`config.mk`:
```
export PLATFORM = sky130hd
export DESIGN_NAME = srlatch_dr_driver
export DESIGN_NICKNAME = d
export VERILOG_FILES = /design/src/rtl/srlatch_dr_driver.sv
export SDC_FILE = /design/constraint.sdc
export NUM_CORES = 1
export LEC_CHECK = 0
export ABC_AREA = 1
export CAP_MARGIN = 30
export CORE_UTILIZATION = 55
export CTS_CLUSTER_DIAMETER = 200
export DETAILED_ROUTE_END_ITERATION = 12
export GPL_TIMING_DRIVEN = 0
export HOLD_SLACK_MARGIN = 0.06
export MAX_ROUTING_LAYER = met4
export PLACE_DENSITY = 0.78
export SLEW_MARGIN = 20
export SYNTH_ARGS = -nofsm -noshare
export SYNTH_HDL_FRONTEND = slang
export SYNTH_SLANG_ARGS = --single-unit
```
`constraint.sdc`:
```
create_clock -name clk -period 2.8 [get_ports clk]
set_input_delay 0.56 -clock clk [delete_from_list [all_inputs] [get_ports clk]]
set_output_delay 0.56 -clock clk [all_outputs]
set_load 0.02 [all_outputs]
```
`src/rtl/srlatch_dr_driver.sv`:
```
// Clocked four-phase initiator for a dual-rail SR latch, with a reference model of the latch state.
// Optional wait-phase watchdog enabled by defining DRV_TIMEOUT_EN.
module srlatch_dr_driver #(
  parameter int SYNC_STAGES    = 2,
  parameter int HOLD_CYCLES    = 4,
  parameter int TIMEOUT_CYCLES = 1024
) (
  input  logic       clk,
  input  logic       rst,
  input  logic       req_valid,
  output logic       req_ready,
  input  logic       req_set,
  input  logic       req_reset,
  output logic       IPTG0,
  output logic       IPTG1,
  output logic       aTc0,
  output logic       aTc1,
  input  logic       GFP0,
  input  logic       GFP1,
  output logic       rsp_valid,
  output logic       rsp_q,
  output logic [1:0] rsp_err,
  output logic       rsp_mismatch,
  output logic       model_q
);

  if (SYNC_STAGES < 2 || SYNC_STAGES > 4 || HOLD_CYCLES < 1 || HOLD_CYCLES > 255 ||
      TIMEOUT_CYCLES < 1 || TIMEOUT_CYCLES > 65535) begin : g_bad_param
    $error("srlatch_dr_driver: parameter out of range");
  end

  typedef enum logic [2:0] {
    IDLE      = 3'd0,
    WAIT_DATA = 3'd1,
    HOLD      = 3'd2,
    NULL_DRV  = 3'd3,
    WAIT_NULL = 3'd4,
    RESP      = 3'd5
  } state_t;

  localparam logic [7:0] HOLD_LAST = 8'(HOLD_CYCLES - 1);

  state_t                 state, state_nxt;
  logic [3:0]             rails, rails_nxt;  // {IPTG1, IPTG0, aTc1, aTc0}
  logic                   pred, pred_nxt;
  logic [1:0]             err, err_nxt;
  logic                   q_cap, q_cap_nxt;
  logic [7:0]             hold_cnt, hold_cnt_nxt;
  logic                   rsp_valid_nxt, rsp_q_nxt, rsp_mismatch_nxt, model_q_nxt;
  logic [1:0]             rsp_err_nxt;
  logic                   go_resp;
  logic [SYNC_STAGES-1:0] sync0, sync1;
  logic                   g0, g1;
  logic                   tmo_hit;

  assign g0 = sync0[SYNC_STAGES-1];
  assign g1 = sync1[SYNC_STAGES-1];

  assign IPTG1 = rails[3];
  assign IPTG0 = rails[2];
  assign aTc1  = rails[1];
  assign aTc0  = rails[0];

  // GFP rails arrive from the asynchronous latch and are brought in through a flop chain
  always_ff @(posedge clk) begin
    if (rst) begin
      sync0 <= '0;
      sync1 <= '0;
    end else begin
      sync0 <= {sync0[SYNC_STAGES-2:0], GFP0};
      sync1 <= {sync1[SYNC_STAGES-2:0], GFP1};
    end
  end

`ifdef DRV_TIMEOUT_EN
  logic [15:0] tmo_cnt, tmo_cnt_nxt;

  assign tmo_hit = (tmo_cnt == 16'(TIMEOUT_CYCLES));

  // Counter restarts whenever a wait state is entered
  always_comb begin
    tmo_cnt_nxt = 16'd0;
    if ((state == WAIT_DATA || state == WAIT_NULL) && state_nxt == state) begin
      tmo_cnt_nxt = tmo_cnt + 16'd1;
    end else begin
      tmo_cnt_nxt = 16'd0;
    end
  end

  // Watchdog counter register
  always_ff @(posedge clk) begin
    if (rst) begin
      tmo_cnt <= 16'd0;
    end else begin
      tmo_cnt <= tmo_cnt_nxt;
    end
  end
`else
  assign tmo_hit = 1'b0;
`endif

  // Next-state and next-output logic for the four-phase handshake
  always_comb begin
    state_nxt        = state;
    rails_nxt        = rails;
    pred_nxt         = pred;
    err_nxt          = err;
    q_cap_nxt        = q_cap;
    hold_cnt_nxt     = hold_cnt;
    rsp_valid_nxt    = 1'b0;
    rsp_q_nxt        = rsp_q;
    rsp_err_nxt      = rsp_err;
    rsp_mismatch_nxt = rsp_mismatch;
    model_q_nxt      = model_q;
    go_resp          = 1'b0;
    case (state)
      IDLE: begin
        if (req_valid && req_set && req_reset) begin
          rsp_valid_nxt    = 1'b1;
          rsp_q_nxt        = model_q;
          rsp_err_nxt      = 2'd1;
          rsp_mismatch_nxt = 1'b0;
        end else if (req_valid) begin
          rails_nxt = {req_set, ~req_set, req_reset, ~req_reset};
          pred_nxt  = req_set ? 1'b1 : (req_reset ? 1'b0 : model_q);
          err_nxt   = 2'd0;
          q_cap_nxt = model_q;
          state_nxt = WAIT_DATA;
        end else begin
          state_nxt = IDLE;
        end
      end
      WAIT_DATA: begin
        if (g0 ^ g1) begin
          q_cap_nxt    = g1;
          hold_cnt_nxt = 8'd0;
          state_nxt    = HOLD;
        end else if (g0 && g1) begin
          err_nxt   = 2'd2;
          rails_nxt = 4'b0000;
          state_nxt = NULL_DRV;
        end else if (tmo_hit) begin
          err_nxt   = 2'd3;
          rails_nxt = 4'b0000;
          state_nxt = NULL_DRV;
        end else begin
          state_nxt = WAIT_DATA;
        end
      end
      HOLD: begin
        if (hold_cnt == HOLD_LAST) begin
          rails_nxt = 4'b0000;
          state_nxt = NULL_DRV;
        end else begin
          hold_cnt_nxt = hold_cnt + 8'd1;
        end
      end
      NULL_DRV: begin
        state_nxt = WAIT_NULL;
      end
      WAIT_NULL: begin
        if (!g0 && !g1) begin
          go_resp = 1'b1;
        end else if (tmo_hit) begin
          err_nxt = 2'd3;
          go_resp = 1'b1;
        end else if (g0 && g1) begin
          err_nxt = 2'd2;
        end else begin
          err_nxt = err;
        end
        // Response fields are registered on the way into RESP so they line up with rsp_valid
        if (go_resp) begin
          state_nxt        = RESP;
          rsp_valid_nxt    = 1'b1;
          rsp_q_nxt        = q_cap;
          rsp_err_nxt      = err_nxt;
          rsp_mismatch_nxt = (err_nxt == 2'd0) && (q_cap != pred);
          model_q_nxt      = (err_nxt == 2'd0) ? q_cap : model_q;
        end else begin
          state_nxt = WAIT_NULL;
        end
      end
      RESP: begin
        state_nxt = IDLE;
      end
      default: begin
        state_nxt = IDLE;
        rails_nxt = 4'b0000;
      end
    endcase
  end

  // State and registered outputs
  always_ff @(posedge clk) begin
    if (rst) begin
      state        <= IDLE;
      rails        <= 4'b0000;
      pred         <= 1'b0;
      err          <= 2'd0;
      q_cap        <= 1'b0;
      hold_cnt     <= 8'd0;
      req_ready    <= 1'b1;
      rsp_valid    <= 1'b0;
      rsp_q        <= 1'b0;
      rsp_err      <= 2'd0;
      rsp_mismatch <= 1'b0;
      model_q      <= 1'b0;
    end else begin
      state        <= state_nxt;
      rails        <= rails_nxt;
      pred         <= pred_nxt;
      err          <= err_nxt;
      q_cap        <= q_cap_nxt;
      hold_cnt     <= hold_cnt_nxt;
      req_ready    <= (state_nxt == IDLE);
      rsp_valid    <= rsp_valid_nxt;
      rsp_q        <= rsp_q_nxt;
      rsp_err      <= rsp_err_nxt;
      rsp_mismatch <= rsp_mismatch_nxt;
      model_q      <= model_q_nxt;
    end
  end

endmodule

```
### After elaboration in Yosys (flattened, before gate mapping)

Cells that the tools add are included.

* register bits: 30
* latch bits: 0
* memory bits (writable): 0
* ROM bits: 0
* input port bits: 7
* output and inout bits: 11
* logic and storage cells: 101
* memories: 0

* add/sub/neg operators: 1
* $mul: 0
* div/mod/pow operators: 0
* $lt $le $gt $ge: 0
* equality and inequality tests: 16
* shift-type cells: 0
* multiplexer cells: 43
* bitwise operators: 5
* reductions and logical operators: 22

Operator list (number)
* 2-to-1 mux 2 bit: 10
* 2-to-1 mux 4 bit: 5
* != test 2 bit (second input constant): 9
* 2-to-1 mux 8 bit: 2
* one-hot mux 4 bit (4 select lines): 1
* one-hot mux 8 bit (2 select lines): 1
* 2-to-1 mux 1 bit: 15
* one-hot mux 3 bit (5 select lines): 1
* AND reduction 3 bit: 4
* adder 8 x 1 -> 8 bit (second input constant): 1
* equality test 8 x 2 -> 1 bit (second input constant): 1
* one-hot mux 1 bit (2 select lines): 4
* AND reduction 4 bit: 2
* equality test 3 x 2 -> 1 bit (second input constant): 2
* equality test 3 bit (second input constant): 2
* logical NOT 3 bit: 2
* 2-to-1 mux 3 bit: 2
* one-hot mux 2 bit (3 select lines): 1
* AND reduction 6 bit: 1
* nonzero test 2 bit: 3
* logical AND 1 bit: 5
* NOT 1 bit: 4
* one-hot mux 2 bit (2 select lines): 1
* equality test 3 x 1 -> 1 bit (second input constant): 1
* other kinds (6): 7

### Depth between registers and ports, before layout

* word-level depth: 8
* gate-level depth with buffers: 11
* mapped depth without buffers: 11

### Least setup slack after synthesis

Ideal clock, no wire load.

* path type: reg-to-reg
* start point: register sync0[1]
* end point: register rails[0]
* library setup time: 113 ps
* data arrival time: 1206 ps
* data required time: 2687 ps
* path slack: 1481 ps
* cell stages (with the launch flop): 9
* path buffers: 0
* clock period less this slack: 1319 ps
* cells stage by stage: dfxtp_1 > inv_1 > ha_1 > inv_1 > a21oi_1 > nor2_2 > nand2_1 > nor2_1 > nor2_1

* longest elaborated chain between the ends: 3
* elaborated cells on any way between the ends: 5
* classes of those cells: eq/ne (2); bitwise (1); reduce/logical (2)

Ends and longest elaborated chain
* from (decl): RTL line 52 `logic [SYNC_STAGES-1:0] sync0, sync1;`
* from (signal assigned): RTL line 70 `sync0 <= {sync0[SYNC_STAGES-2:0], GFP0};`
* bitwise XOR 1 bit or logical AND 1 bit (tied branches): RTL line 134, 138
* != test 2 bit (no line)
* AND reduction 6 bit (no line) (*)
* to (signal assigned): RTL line 211 `rails <= rails_nxt;`
* to (decl): RTL line 44 `logic [3:0] rails, rails_nxt;`

Every way passes the cells marked *; elsewhere a longest branch is shown, timed or not.
A chain may end at the register's enable or synchronous reset.

### Worst setup path after layout

* start point: register model_q
* end point: output port model_q

RTL lines
* from (decl): RTL line 24 `output logic model_q`
* from (signal assigned): RTL line 221 `model_q <= model_q_nxt;`

No word-level cell between the ends.

==> impl_metrics.yaml <==
yosys:
  synthFlopType: "dfxtp_1"
  ys_seq_elements: 30
  synth_most_common_cell: "nand2_1"
  syn_inst: 230
  synthDistinctLibCells: 32
  synth_area_um2: 1580
  syn-num-nets: 241
  netlist_top_cells_area: "dfxtp_1, nand2_1, nor2_1"
  yosys_warnings: 0
  synth_common_cells: "nand2_1, nor2_1, dfxtp_1"
  yosysTopAreaCell: "dfxtp_1"
  synth_top_area_share_pct: 38.0
  synth-edff-count: 0
  avgSynthCellArea_um2: 6.87
  synthArstFlopShare_pct: 0
  yosysSeqAreaShare_pct: 38.0
status:
  status: "complete, no violations"
floorplan:
  die_h_um: 55.6
  core_area_um2: 2730
  ios: 18
  die_w_um: 55.6
  start_util_pct: 57.8
  fp.dieArea_um2: 3090
  rows: 19
clock_network:
  hold_buffers: 0
  post_cts_resized: 0
  cts_tree: "yes"
  clock-sinks: 30
  clock_latency_ps: 330
  htreeDepth: 2
  cts_setup_buffers: 0
  cts_buffer_depth: 2
  cts_root_buffer: "clkbuf_4"
  cts_buffers: 5
  clkSlewWorstSetupHoldPaths_ps: 90
setup_path:
  slowest_stage: "clkdlybuf4s50_1"
  rr_worst_depth: 8
  critPathMaxFanout: 3
  start_kind: "flop"
  cp_num_buf_inv: 1
  max_stage_delay_ps: 600
  r2r-start: "sync1[1]"
  reg2reg_slack_ps: 1280
  cp_cell_sequence: "clkdlybuf4s50_1"
  worstReg2RegEnd: "rails[0]"
  endpoint_kind: "primary output"
  required_ps: 2240
  worstPathArrival_ps: 1280
  cpLargestDelayFamily: "buffers and inverters"
  worstSetupPathType: "reg2out"
route:
  avgViaCountPerCell: 4.91
  vias: 1405
  wirelength_um: 3040
  dr.pass1.iters: 4
  drc_errors: 0
  ant_nets: 0
  avgRoutedWirePerCell_um: 10.6
  drtIter0Drc: 31
sta:
  slew_viol_final: 0
  slew_headroom_pct: 73.3
  worstMarginPinSlew_ps: 400
  period_needed_ps: 1840
  finalCritPeriodShare_pct: 65.8
  fmax_mhz: 542
  finalClockSkew_ps: 2.64
  setup_tns_ps: 0
  finalSetupViolations: 0
  rsz0062_at_grt: "false"
  hold_violations: 0
final_layout:
  fin_cells: 286
  regArea_um2: 601
  multi_input_area_um2: 837
  area_growth_pct: 17.0
  fin_nets: 265
  num-fill-cells: 246
  finish.utilization_pct: 67.6
  design_area_um2: 1850
  layout-drive-gt1-share_pct: 14.5
  antenna_cells_inserted: 0
place:
  dp_cells: 278
  gp_congestion: 0.836
  place_hpwl_um: 2300
  io_buffer_count: 17
  dpl_cell_area_um2: 1790
global_route:
  grt.total_usage_pct: 22.9
  grt_pass1_wl_um: 5380
  antenna_found_initial: 0
  overflow: 0
  grt_pass1_vias: 1266
  grt_start_max_net_pins: 11
worst_hold_path:
  worst_hold_path_type: "reg2reg"
  hold_depth: 2
  min_to: "sync0[1]"
  min_from: "sync0[0]"
pwr:
  ir_drop_mv: 0.525
  powerDensity_nw_per_um2: 514
  p_leak_uw: 0.000885
job:
  max_cap_violations: 0
## per-stage QoR
stage	hold WS [ps]	total power (uW)	setup slack (ps)
2_1_floorplan	388	626	1480
3_3_place_gp	402	687	873
3_5_place_dp	403	692	852
4_1_cts	415	962	932
5_1_grt	433	1010	895
6_report	413	951	956
## state kept, by name, summed over array words and instances, names as in the netlist, 2 cells and up
register	cells
hold_cnt	8
rails	4
state	3
err	2
rsp_err	2
sync0	2
sync1	2
## power by group
group          internal [uW]  switching [uW]  leakage (uW)
Sequential               453            18.7      0.000245
Combinational           84.8             125      0.000605
Clock                    121             148     0.0000353
## layer usage
| metal | global-route usage (%) | wire length (um) | share of wire, % | vias to the layer above |
|---|---|---|---|---|
| met5 | - | 0 | 0 | - |
| met4 | 12.9 | 10 | 0.33 | 0 |
| met3 | 5.35 | 165 | 5.4 | 2 |
| met2 | 31.7 | 1280 | 42 | 29 |
| met1 | 30.6 | 1580 | 52 | 602 |
| li1 | - | - | - | 772 |
## cell usage in the layout, fill, tap and decap left out, types with 3 or more instances in the layout
cell             count
ha_1                 4
nand2_1             51
nand3_1             16
dfxtp_1             30
nand2_2              6
clkdlybuf4s50_1     17
nand2_4              4
inv_2                6
nor2_2               3
inv_1               25
o21ai_0              9
nor2_1              38
a21oi_1             13
clkbuf_4             5
## cell families after synthesis
kind of cell,synth area share (%)
and+or+nand+nor,37.7
buffers and inverters,9.03
AOI/OAI and AO/OA,11.0
DFF,38.0
adders and majority gates,3.17
xor gates and xnor gates,1.11
## final cells by class
class                      count  area share (%)
multi-input combinational    165            45.3
sequential                    30            32.5
tap                           31            2.10
clock buffer                   7            2.98
clock inverter                 1           0.271
buffer                         2           0.812
timing repair buffer          17            9.20
inverter                      33            6.90
## tightest hold or removal path: cells and delay by family (launching register included)
| family | cells | cell delay (ps) |
|---|---|---|
| AND/OR/NAND/NOR | 1 | 30 |
| flip-flops | 1 | 310 |
| buffers and inverters | 1 | 40 |
## worst max-delay path by stage
stage               depth (start not counted)       from  slack, ps  endpoint
floorplan                                   8   sync0[1]       1480  rails[0]
global placement                            9  req_valid        870  rails[0]
global route                                1    model_q        900   model_q
CTS                                         1    model_q        930   model_q
detailed placement                          9  req_valid        850  rails[0]
finish                                      1    model_q        960   model_q
No activity file was read; power rests on OpenSTA's default activity.
